**config.mk**
```make
export PLATFORM = sky130hd
export DESIGN_NAME = muldiv_sequencer
export DESIGN_NICKNAME = d
export VERILOG_FILES = /design/src/rtl/muldiv_sequencer.sv
export SDC_FILE = /design/constraint.sdc
export NUM_CORES = 1
export LEC_CHECK = 0
export CAP_MARGIN = 15
export CORE_UTILIZATION = 60
export DETAILED_ROUTE_END_ITERATION = 10
export GPL_TIMING_DRIVEN = 0
export PLACE_DENSITY_LB_ADDON = 0.2
export SLEW_MARGIN = 10
export SYNTH_ARGS = -nofsm -noshare
export SYNTH_HDL_FRONTEND = slang
export SYNTH_SLANG_ARGS = --single-unit
```
**constraint.sdc**
```tcl
create_clock -name clock -period 5.8 [get_ports clock]
set_clock_uncertainty 0.2 [all_clocks]
set_input_delay 0.58 -clock clock [delete_from_list [all_inputs] [get_ports clock]]
set_output_delay 0.58 -clock clock [all_outputs]
set_load 0.005 [all_outputs]
```
**src/rtl/muldiv_sequencer.sv**
```systemverilog
// Iterative multiply/divide unit owning HI/LO. Sequences MULT/MULTU/DIV/DIVU
// one bit per cycle (IDLE -> RUN -> FIX -> IDLE) and stalls the front end
// while a result is pending.
module muldiv_sequencer #(
  parameter int WIDTH = 32
) (
  input  logic             clock,
  input  logic             reset,
  input  logic             start,
  input  logic [1:0]       op,
  input  logic [WIDTH-1:0] rs_val,
  input  logic [WIDTH-1:0] rt_val,
  input  logic             hilo_read,
  output logic             busy,
  output logic             stall,
  output logic             done,
  output logic [WIDTH-1:0] hi,
  output logic [WIDTH-1:0] lo
);

  localparam int CW = $clog2(WIDTH + 1);

  typedef enum logic [1:0] {IDLE, RUN, FIX} state_t;

  state_t             state, next_state;
  logic               is_div, neg_res, neg_rem, div_zero;
  logic [WIDTH-1:0]   opa;      // multiplicand / divisor magnitude
  logic [WIDTH-1:0]   quo;      // dividend shifting out, quotient shifting in
  logic [2*WIDTH-1:0] acc;      // product accumulator, multiplier in low half
  logic [WIDTH:0]     rem;      // partial remainder
  logic [CW-1:0]      cnt;

  // Two's-complement negation under a condition, word and double-word forms.
  function automatic logic [WIDTH-1:0] cond_neg(input logic neg, input logic [WIDTH-1:0] v);
    return neg ? (~v + 1'b1) : v;
  endfunction

  function automatic logic [2*WIDTH-1:0] cond_neg_wide(input logic neg, input logic [2*WIDTH-1:0] v);
    return neg ? (~v + 1'b1) : v;
  endfunction

  logic             signed_op, rs_neg, rt_neg;
  logic [WIDTH-1:0] rs_mag, rt_mag;
  logic [WIDTH:0]   mul_sum;
  logic [WIDTH+1:0] div_diff;
  logic             div_ok;

  // Operand magnitudes and one iteration step of each algorithm.
  always_comb begin
    signed_op = ~op[0];
    rs_neg    = signed_op & rs_val[WIDTH-1];
    rt_neg    = signed_op & rt_val[WIDTH-1];
    rs_mag    = cond_neg(rs_neg, rs_val);
    rt_mag    = cond_neg(rt_neg, rt_val);
    mul_sum   = {1'b0, acc[2*WIDTH-1:WIDTH]} + (acc[0] ? {1'b0, opa} : {(WIDTH+1){1'b0}});
    // rem never exceeds the divisor, so its top bit stays clear and the
    // extra leading bit of the difference acts as the borrow.
    div_diff  = {rem, quo[WIDTH-1]} - {2'b00, opa};
    div_ok    = ~div_diff[WIDTH+1];
  end

  // State register.
  always_ff @(posedge clock or negedge reset) begin
    if (!reset) state <= IDLE;
    else        state <= next_state;
  end

  // Next-state logic: RUN lasts exactly WIDTH cycles (counter WIDTH down to 1).
  always_comb begin
    next_state = state;
    unique case (state)
      IDLE:    if (start) next_state = RUN;
      RUN:     if (cnt == CW'(1)) next_state = FIX;
      FIX:     next_state = IDLE;
      default: next_state = IDLE;
    endcase
  end

  assign busy  = (state != IDLE);
  assign stall = busy & (hilo_read | start);

  // Operand capture, iteration, and sign-corrected HI/LO write at the end of FIX.
  always_ff @(posedge clock or negedge reset) begin
    if (!reset) begin
      is_div   <= 1'b0;
      neg_res  <= 1'b0;
      neg_rem  <= 1'b0;
      div_zero <= 1'b0;
      opa      <= '0;
      quo      <= '0;
      acc      <= '0;
      rem      <= '0;
      cnt      <= '0;
      done     <= 1'b0;
      hi       <= '0;
      lo       <= '0;
    end else begin
      done <= (state == FIX);
      unique case (state)
        IDLE: if (start) begin
          is_div   <= op[1];
          neg_res  <= rs_neg ^ rt_neg;
          neg_rem  <= rs_neg;
          div_zero <= op[1] & (rt_val == '0);
          cnt      <= CW'(WIDTH);
          rem      <= '0;
          if (op[1]) begin
            opa <= rt_mag;
            quo <= rs_mag;
            acc <= '0;
          end else begin
            opa <= rs_mag;
            quo <= '0;
            acc <= {{WIDTH{1'b0}}, rt_mag};
          end
        end
        RUN: begin
          cnt <= cnt - CW'(1);
          if (is_div) begin
            rem <= div_ok ? div_diff[WIDTH:0] : {rem[WIDTH-1:0], quo[WIDTH-1]};
            quo <= {quo[WIDTH-2:0], div_ok};
          end else begin
            acc <= {mul_sum, acc[WIDTH-1:1]};
          end
        end
        FIX: begin
          if (is_div) begin
            // A zero divisor leaves the dividend in rem, so the remainder
            // rule alone restores the raw rs value; only LO is forced.
            hi <= cond_neg(neg_rem, rem[WIDTH-1:0]);
            lo <= div_zero ? {WIDTH{1'b1}} : cond_neg(neg_res, quo);
          end else begin
            {hi, lo} <= cond_neg_wide(neg_res, acc);
          end
        end
        default: ;
      endcase
    end
  end

endmodule

```
==> impl_metrics.ini, run 1 <==
[finish]
final_cell_mix = nand2_1, dfrtp_1, o21ai_0, nor2_1, xnor2_1
fillers = 2410
nets = 2502
register_area_um2 = 5960
multi_input_area_um2 = 11000
fin_area_um2 = 20400
final_common_cell = nand2_1
drive_above_1_share_pct = 2.99
num_antenna_cells = 0
area_growth_pct = 15.4
fin_cells = 2760

[clocking]
insertion_delay_ns = 0.55
ctsHtreeMaxLevel = 1
cts_root_buf = clkbuf_16
path_clk_slew_ns = 0.06
clock_path_buffers = 3
cts.sinks = 238
cts_tree = yes
cts_made_buffers = 26

[yosys]
yosys.area.top_type = dfrtp_1
synth_mux_area_share_pct = 1.93
synth_seq_cells = 238
synth.distinct_cells = 71
async_flop_share_pct = 100
syn-mean-instance-area_um2 = 8.06
synth_fp_nets = 2336
syn_inst = 2193
yosys.area_share.simple_pct = 20.1
ys_seq_area_share_pct = 33.7
synth_xor_area_share_pct = 11.3
synth_edf_count = 0
synth_top_family_by_area = compound AO/OA/AOI/OAI gates
synth_top_flop_cell = dfrtp_1
synth_compound_area_share_pct = 23.5
yosys_warnings = 0
synth.area.top_cells = dfrtp_1, xnor2_1, o21ai_0
synth_top_area_share_pct = 33.7
synth_fa_ha_area_share_pct = 5.25
netlist_area_um2 = 17700

[worst_setup_path]
cp.arrival_ns = 4.95
crit_path_frequent_cell = a21oi_1
endpoint_kind = register
reg2reg_setup_slack_ns = 1.05
worstPathCellList = inv_1, clkbuf_1, nor2_1, ha_1, a21oi_1, a31oi_1, o41ai_1, o21ai_0, a21oi_1, o21ai_0, a2111oi_0, a21oi_1
r2r_cells = 12
timing.rr.end = acc[63]
cp-start-kind = register
crit_fanout = 10
crit_required_ns = 6.00
slowest_delay_ns = 0.81
critPathBufInv = 2
reg2reg_from = acc[0]
slowest_stage = o41ai_1
path_class = register to register
crit_family = compound AO/OA/AOI/OAI gates

[placed_design]
dp_hpwl_um = 50100
place_ws_ns = 1.36
gp_congestion = 1.00
port_buffers = 135
placed_area_um2 = 19600
dp_cells = 2714

[sta]
timing.final.crit_share_pct = 81.9
setup-violations-final = 0
worstMarginPinSlew_ns = 0.888
fin_ws_ns = 1.05
period_needed_ns = 4.75
fmax_ghz = 0.211
finalHoldViolations = 0
final_max_slew_viol_count = 0
relSlewSlack_pct = 40.0
rsz0062_at_grt = no

[floorplanning]
initial_core_util_pct = 61.3
die_area_um2 = 30200
die_w_um = 174
row_count = 62
io_pins = 137
die_h_um = 174
core_um2 = 28900

[routing]
route.detailed.drc = 0
vias = 18000
wl_per_cell_um = 22.9
drt_iter0_drc = 2322
via_per_inst = 6.54
ant_nets = 0
first_pass_iters = 6
finalWirelength_um = 63200

[status]
status = completed

[global_routing]
grt_max_degree = 99
antenna_found_initial = 1
grt_usage_pct = 41.5
grt_pass1_vias = 16400
grt_pass1_wl_um = 96800
grt_overflow = 0

[hold_path]
hold_depth = 2
min_path_type = register to register
min_to = hi[10]
min_from = hi[10]

[power]
powerDensity_nw_per_um2 = 626
p_leak_nw = 8.45
irDropWorstVdd_mv = 0.444

[run]
maxCapViolCount = 0
## where the power goes
part | leakage (nW) | internal [W] | switching (W)
sequential | 2.86 | 0.00234 | 0.000951
combinational | 5.18 | 0.00303 | 0.00482
clock | 0.403 | 0.000945 | 0.000681
total | 8.45 | 0.00632 | 0.00646
## worst max path at each step
stage / from / end / slack, ns / cells after the start
2_1_floorplan: rem[3] / rem[2] / 2.33 / 11
3_5_place_dp: acc[0] / acc[63] / 1.36 / 12
3_3_place_gp: reset / rem[16] / -5.94 / 1
4_1_cts: acc[0] / acc[63] / 1.32 / 12
5_1_grt: acc[0] / acc[63] / 0.98 / 13
6_report: acc[0] / acc[63] / 1.05 / 12
## per-stage QoR
step            TNS, ns  utilization (%)  hold slack [ns]  total power (W)
3_5_place_dp          0             67.8            0.265           0.0108
3_3_place_gp   -1403.77             67.6            0.260           0.0106
5_1_grt               0             70.7            0.298           0.0136
2_1_floorplan         0                -           0.0844          0.00834
6_report              0             70.7            0.276           0.0128
4_1_cts               0             70.7            0.279           0.0125
## logic make-up (layout without fill, tap and decap cells)
| family | count (synthesis) | in the layout |
|---|---|---|
| DFF | 238 | 238 |
| adders and majority gates | 73 | 73 |
| muxes | 34 | 34 |
| and+or+nand+nor | 760 | 760 |
| xor gates and xnor gates | 227 | 227 |
| buffers and inverters | 198 | 381 |
| AOI/OAI and AO/OA | 663 | 663 |
## cells in the mapped netlist (20+ instances only)
library cell	n
nand2_1	270
dfrtp_1	238
o21ai_0	233
nor2_1	227
xnor2_1	163
a21oi_1	135
clkbuf_1	113
inv_1	72
ha_1	71
xor2_1	63
o31ai_1	43
nand3_1	41
nor3_1	40
a221oi_1	37
o22ai_1	37
mux2i_1	34
nand2b_1	33
a21o_1	23
o41ai_1	22
or3_1	20
## per-layer routing
metal	global-route usage (%)	vias up	wire length [um]
met4	13.7	0	2280
li1	-	8202	-
met3	9.17	119	8020
met1	60.0	8633	26300
met2	61.6	1083	26700
met5	0	-	0
## state kept, by name, summed over array words and instances, names as in the netlist
register,flops
div_zero,1
rem,33
acc,64
quo,32
neg_rem,1
neg_res,1
lo,32
opa,32
is_div,1
hi,32
state,2
cnt,6
done,1
## final cells by class
type / instances / share of cell area (%)
Timing Repair Buffer: 138 / 6.97
Clock inverter: 5 / 0.264
Sequential cell: 238 / 29.2
Tap cell: 384 / 2.36
Clock buffer: 40 / 3.75
Inverter: 73 / 1.34
Multi-Input combinational cell: 1757 / 53.8
Buffer: 125 / 2.31
## what timing repair did
action,in CTS,in global routing
hold buffers,1,0
buffers inserted,0,0
resized for setup,0,0
endpoints found under the hold margin,65,0
## tightest hold or removal path: stages (launching register included)
cell	delay (ns)
dfrtp_1	0.33
nand2_1	0.05
o21ai_0	0.06
No activity file was read; power rests on OpenSTA's default activity.
==> run 2, diff against run 1 <==
- clock period: 5.8 -> 4.67 ns (I/O delays scaled with it)
==> impl_metrics.ini, run 2 (synthesized netlist as in run 1, its figures left out) <==
[floorplanning]
io_pins = 137
core_um2 = 28900
die_h_um = 174
die_w_um = 174
initial_core_util_pct = 61.3
row_count = 62
die_area_um2 = 30200

[sta]
finalHoldViolations = 0
period_needed_ns = 4.49
relSlewSlack_pct = 42.1
rsz0062_at_grt = no
timing.final.crit_share_pct = 96.1
fmax_ghz = 0.223
setup-violations-final = 0
worstMarginPinSlew_ns = 0.866
fin_ws_ns = 0.180
final_max_slew_viol_count = 0

[routing]
first_pass_iters = 6
vias = 18100
ant_nets = 0
finalWirelength_um = 63300
via_per_inst = 6.56
drt_iter0_drc = 2302
wl_per_cell_um = 22.9
route.detailed.drc = 0

[clocking]
insertion_delay_ns = 0.55
cts_made_buffers = 26
ctsHtreeMaxLevel = 1
cts.sinks = 238
cts_root_buf = clkbuf_16
clock_path_buffers = 3
path_clk_slew_ns = 0.06
cts_tree = yes

[worst_setup_path]
cp.arrival_ns = 4.76
crit_fanout = 10
cp-start-kind = register
reg2reg_from = rem[0]
path_class = register to register
cp-startpoint = rem[0]
crit_required_ns = 4.94
endpoint_kind = register

[finish]
fin_cells = 2760
nets = 2502
area_growth_pct = 15.4
drive_above_1_share_pct = 3.03
largest_register_ffs = 64
fillers = 2410
post-route-util_pct = 70.7
reg.largest.list = acc x64, rem x33
num_antenna_cells = 0
final_cell_mix = nand2_1, dfrtp_1, o21ai_0, nor2_1, xnor2_1
top_register = acc
final_common_cell = nand2_1

[placed_design]
gp_congestion = 1.00
place_ws_ns = 0.226
dp_cells = 2714
dp_hpwl_um = 50100
port_buffers = 135

[hold_path]
min_path_type = input pin to async pin

[global_routing]
grt_usage_pct = 41.5
grt_max_degree = 99
grt_pass1_vias = 16400
grt_pass1_wl_um = 96800
antenna_found_initial = 1
grt_overflow = 0

[status]
status = completed

[power]
powerDensity_nw_per_um2 = 778
irDropWorstVdd_mv = 0.553
p_leak_nw = 8.45

[run]
maxCapViolCount = 0
run 2: cell types whose count changed in the layout (fill, tap and decap cells not counted):
cell	before	now
o41ai_1	22	21
o41ai_2	1	2
run 2: where the power goes:
part           switching [W]  leakage (nW)  internal [W]  total [W]
clock network       0.000854         0.403       0.00117    0.00203
logic                0.00599          5.19       0.00377    0.00975
registers            0.00119          2.86       0.00291    0.00409
total                0.00803          8.45       0.00785     0.0159
run 2: what timing repair did:
item | in CTS | in global routing
setup buffers | 0 | 0
endpoints found under the setup margin | 0 | 1
endpoints found under the hold margin | 65 | 0
resized for setup | 0 | 1
hold buffers | 1 | 0
run 2: final cells by class:
class	count	area (um2)	share of cell area, %
Clock buffer	40	764	3.75
Inverter	73	274	1.34
Tap cell	384	480	2.35
Multi-Input combinational cell	1757	11000	53.8
Buffer	125	472	2.31
Clock inverter	5	53.8	0.264
Sequential cell	238	5960	29.2
Timing Repair Buffer	138	1420	6.97
run 2: path summary, 6_finish.rpt:
| check | end | slack [ns] | cells past startpoint |
|---|---|---|---|
| max reg2reg | rem[25] | 0.18 | 11 |
| min reg2reg | hi[10] | 0.28 | 2 |
| min in group clock | hi[10] | 0.28 | 2 |
| min | lo[6] | 0.27 | 2 |
| max | rem[25] | 0.18 | 11 |
| max in group asynchronous | rem[21] | 3.10 | 3 |
run 2: critical path, stage by stage, from the launching register on:
cell and delay (ns):
dfrtp_1 0.56, ha_1 0.37, nand2b_1 0.08, a21oi_1 0.27, o21ai_0 0.23, o211ai_1 0.42, a21oi_1 0.25, o211ai_1 0.39
xor2_2 0.66, clkbuf_1 0.50, nand2_1 0.26, o21ai_0 0.22
run 2: per-layer routing:
layer	vias to the layer above	share of wire, %	global-route usage (%)
met2	1123	42	61.6
met4	0	3.9	13.7
met5	-	0	0
met1	8618	42	60.0
li1	8205	-	-
met3	152	12	9.17
run 2: per-stage QoR:
stage                     area (um2)  hold slack, ns  TNS (ns)  power, W
final                          20400           0.273         0    0.0159
after detailed placement       19600           0.250         0    0.0135
after global placement         19500           0.260  -1645.81    0.0132
after global routing           20400           0.298         0    0.0169
after floorplan                17700         -0.0286         0    0.0104
after CTS                      20400           0.279         0    0.0155
==> run 3, diff against run 2 <==
- clock period: 4.67 -> 5.7 ns (I/O delays scaled with it)
==> results of run 3 <==
Same layout as run 1 (identical final DEF). Status: completed.
Main changes from that run: setup slack after placement 1.36 ns -> 1.26 ns; setup slack after layout 1.05 ns -> 0.952 ns; register-to-register setup slack 1.05 ns -> 0.95 ns; total power 0.0128 W -> 0.0130 W; worst IR drop on VDD 0.444 mV -> 0.452 mV
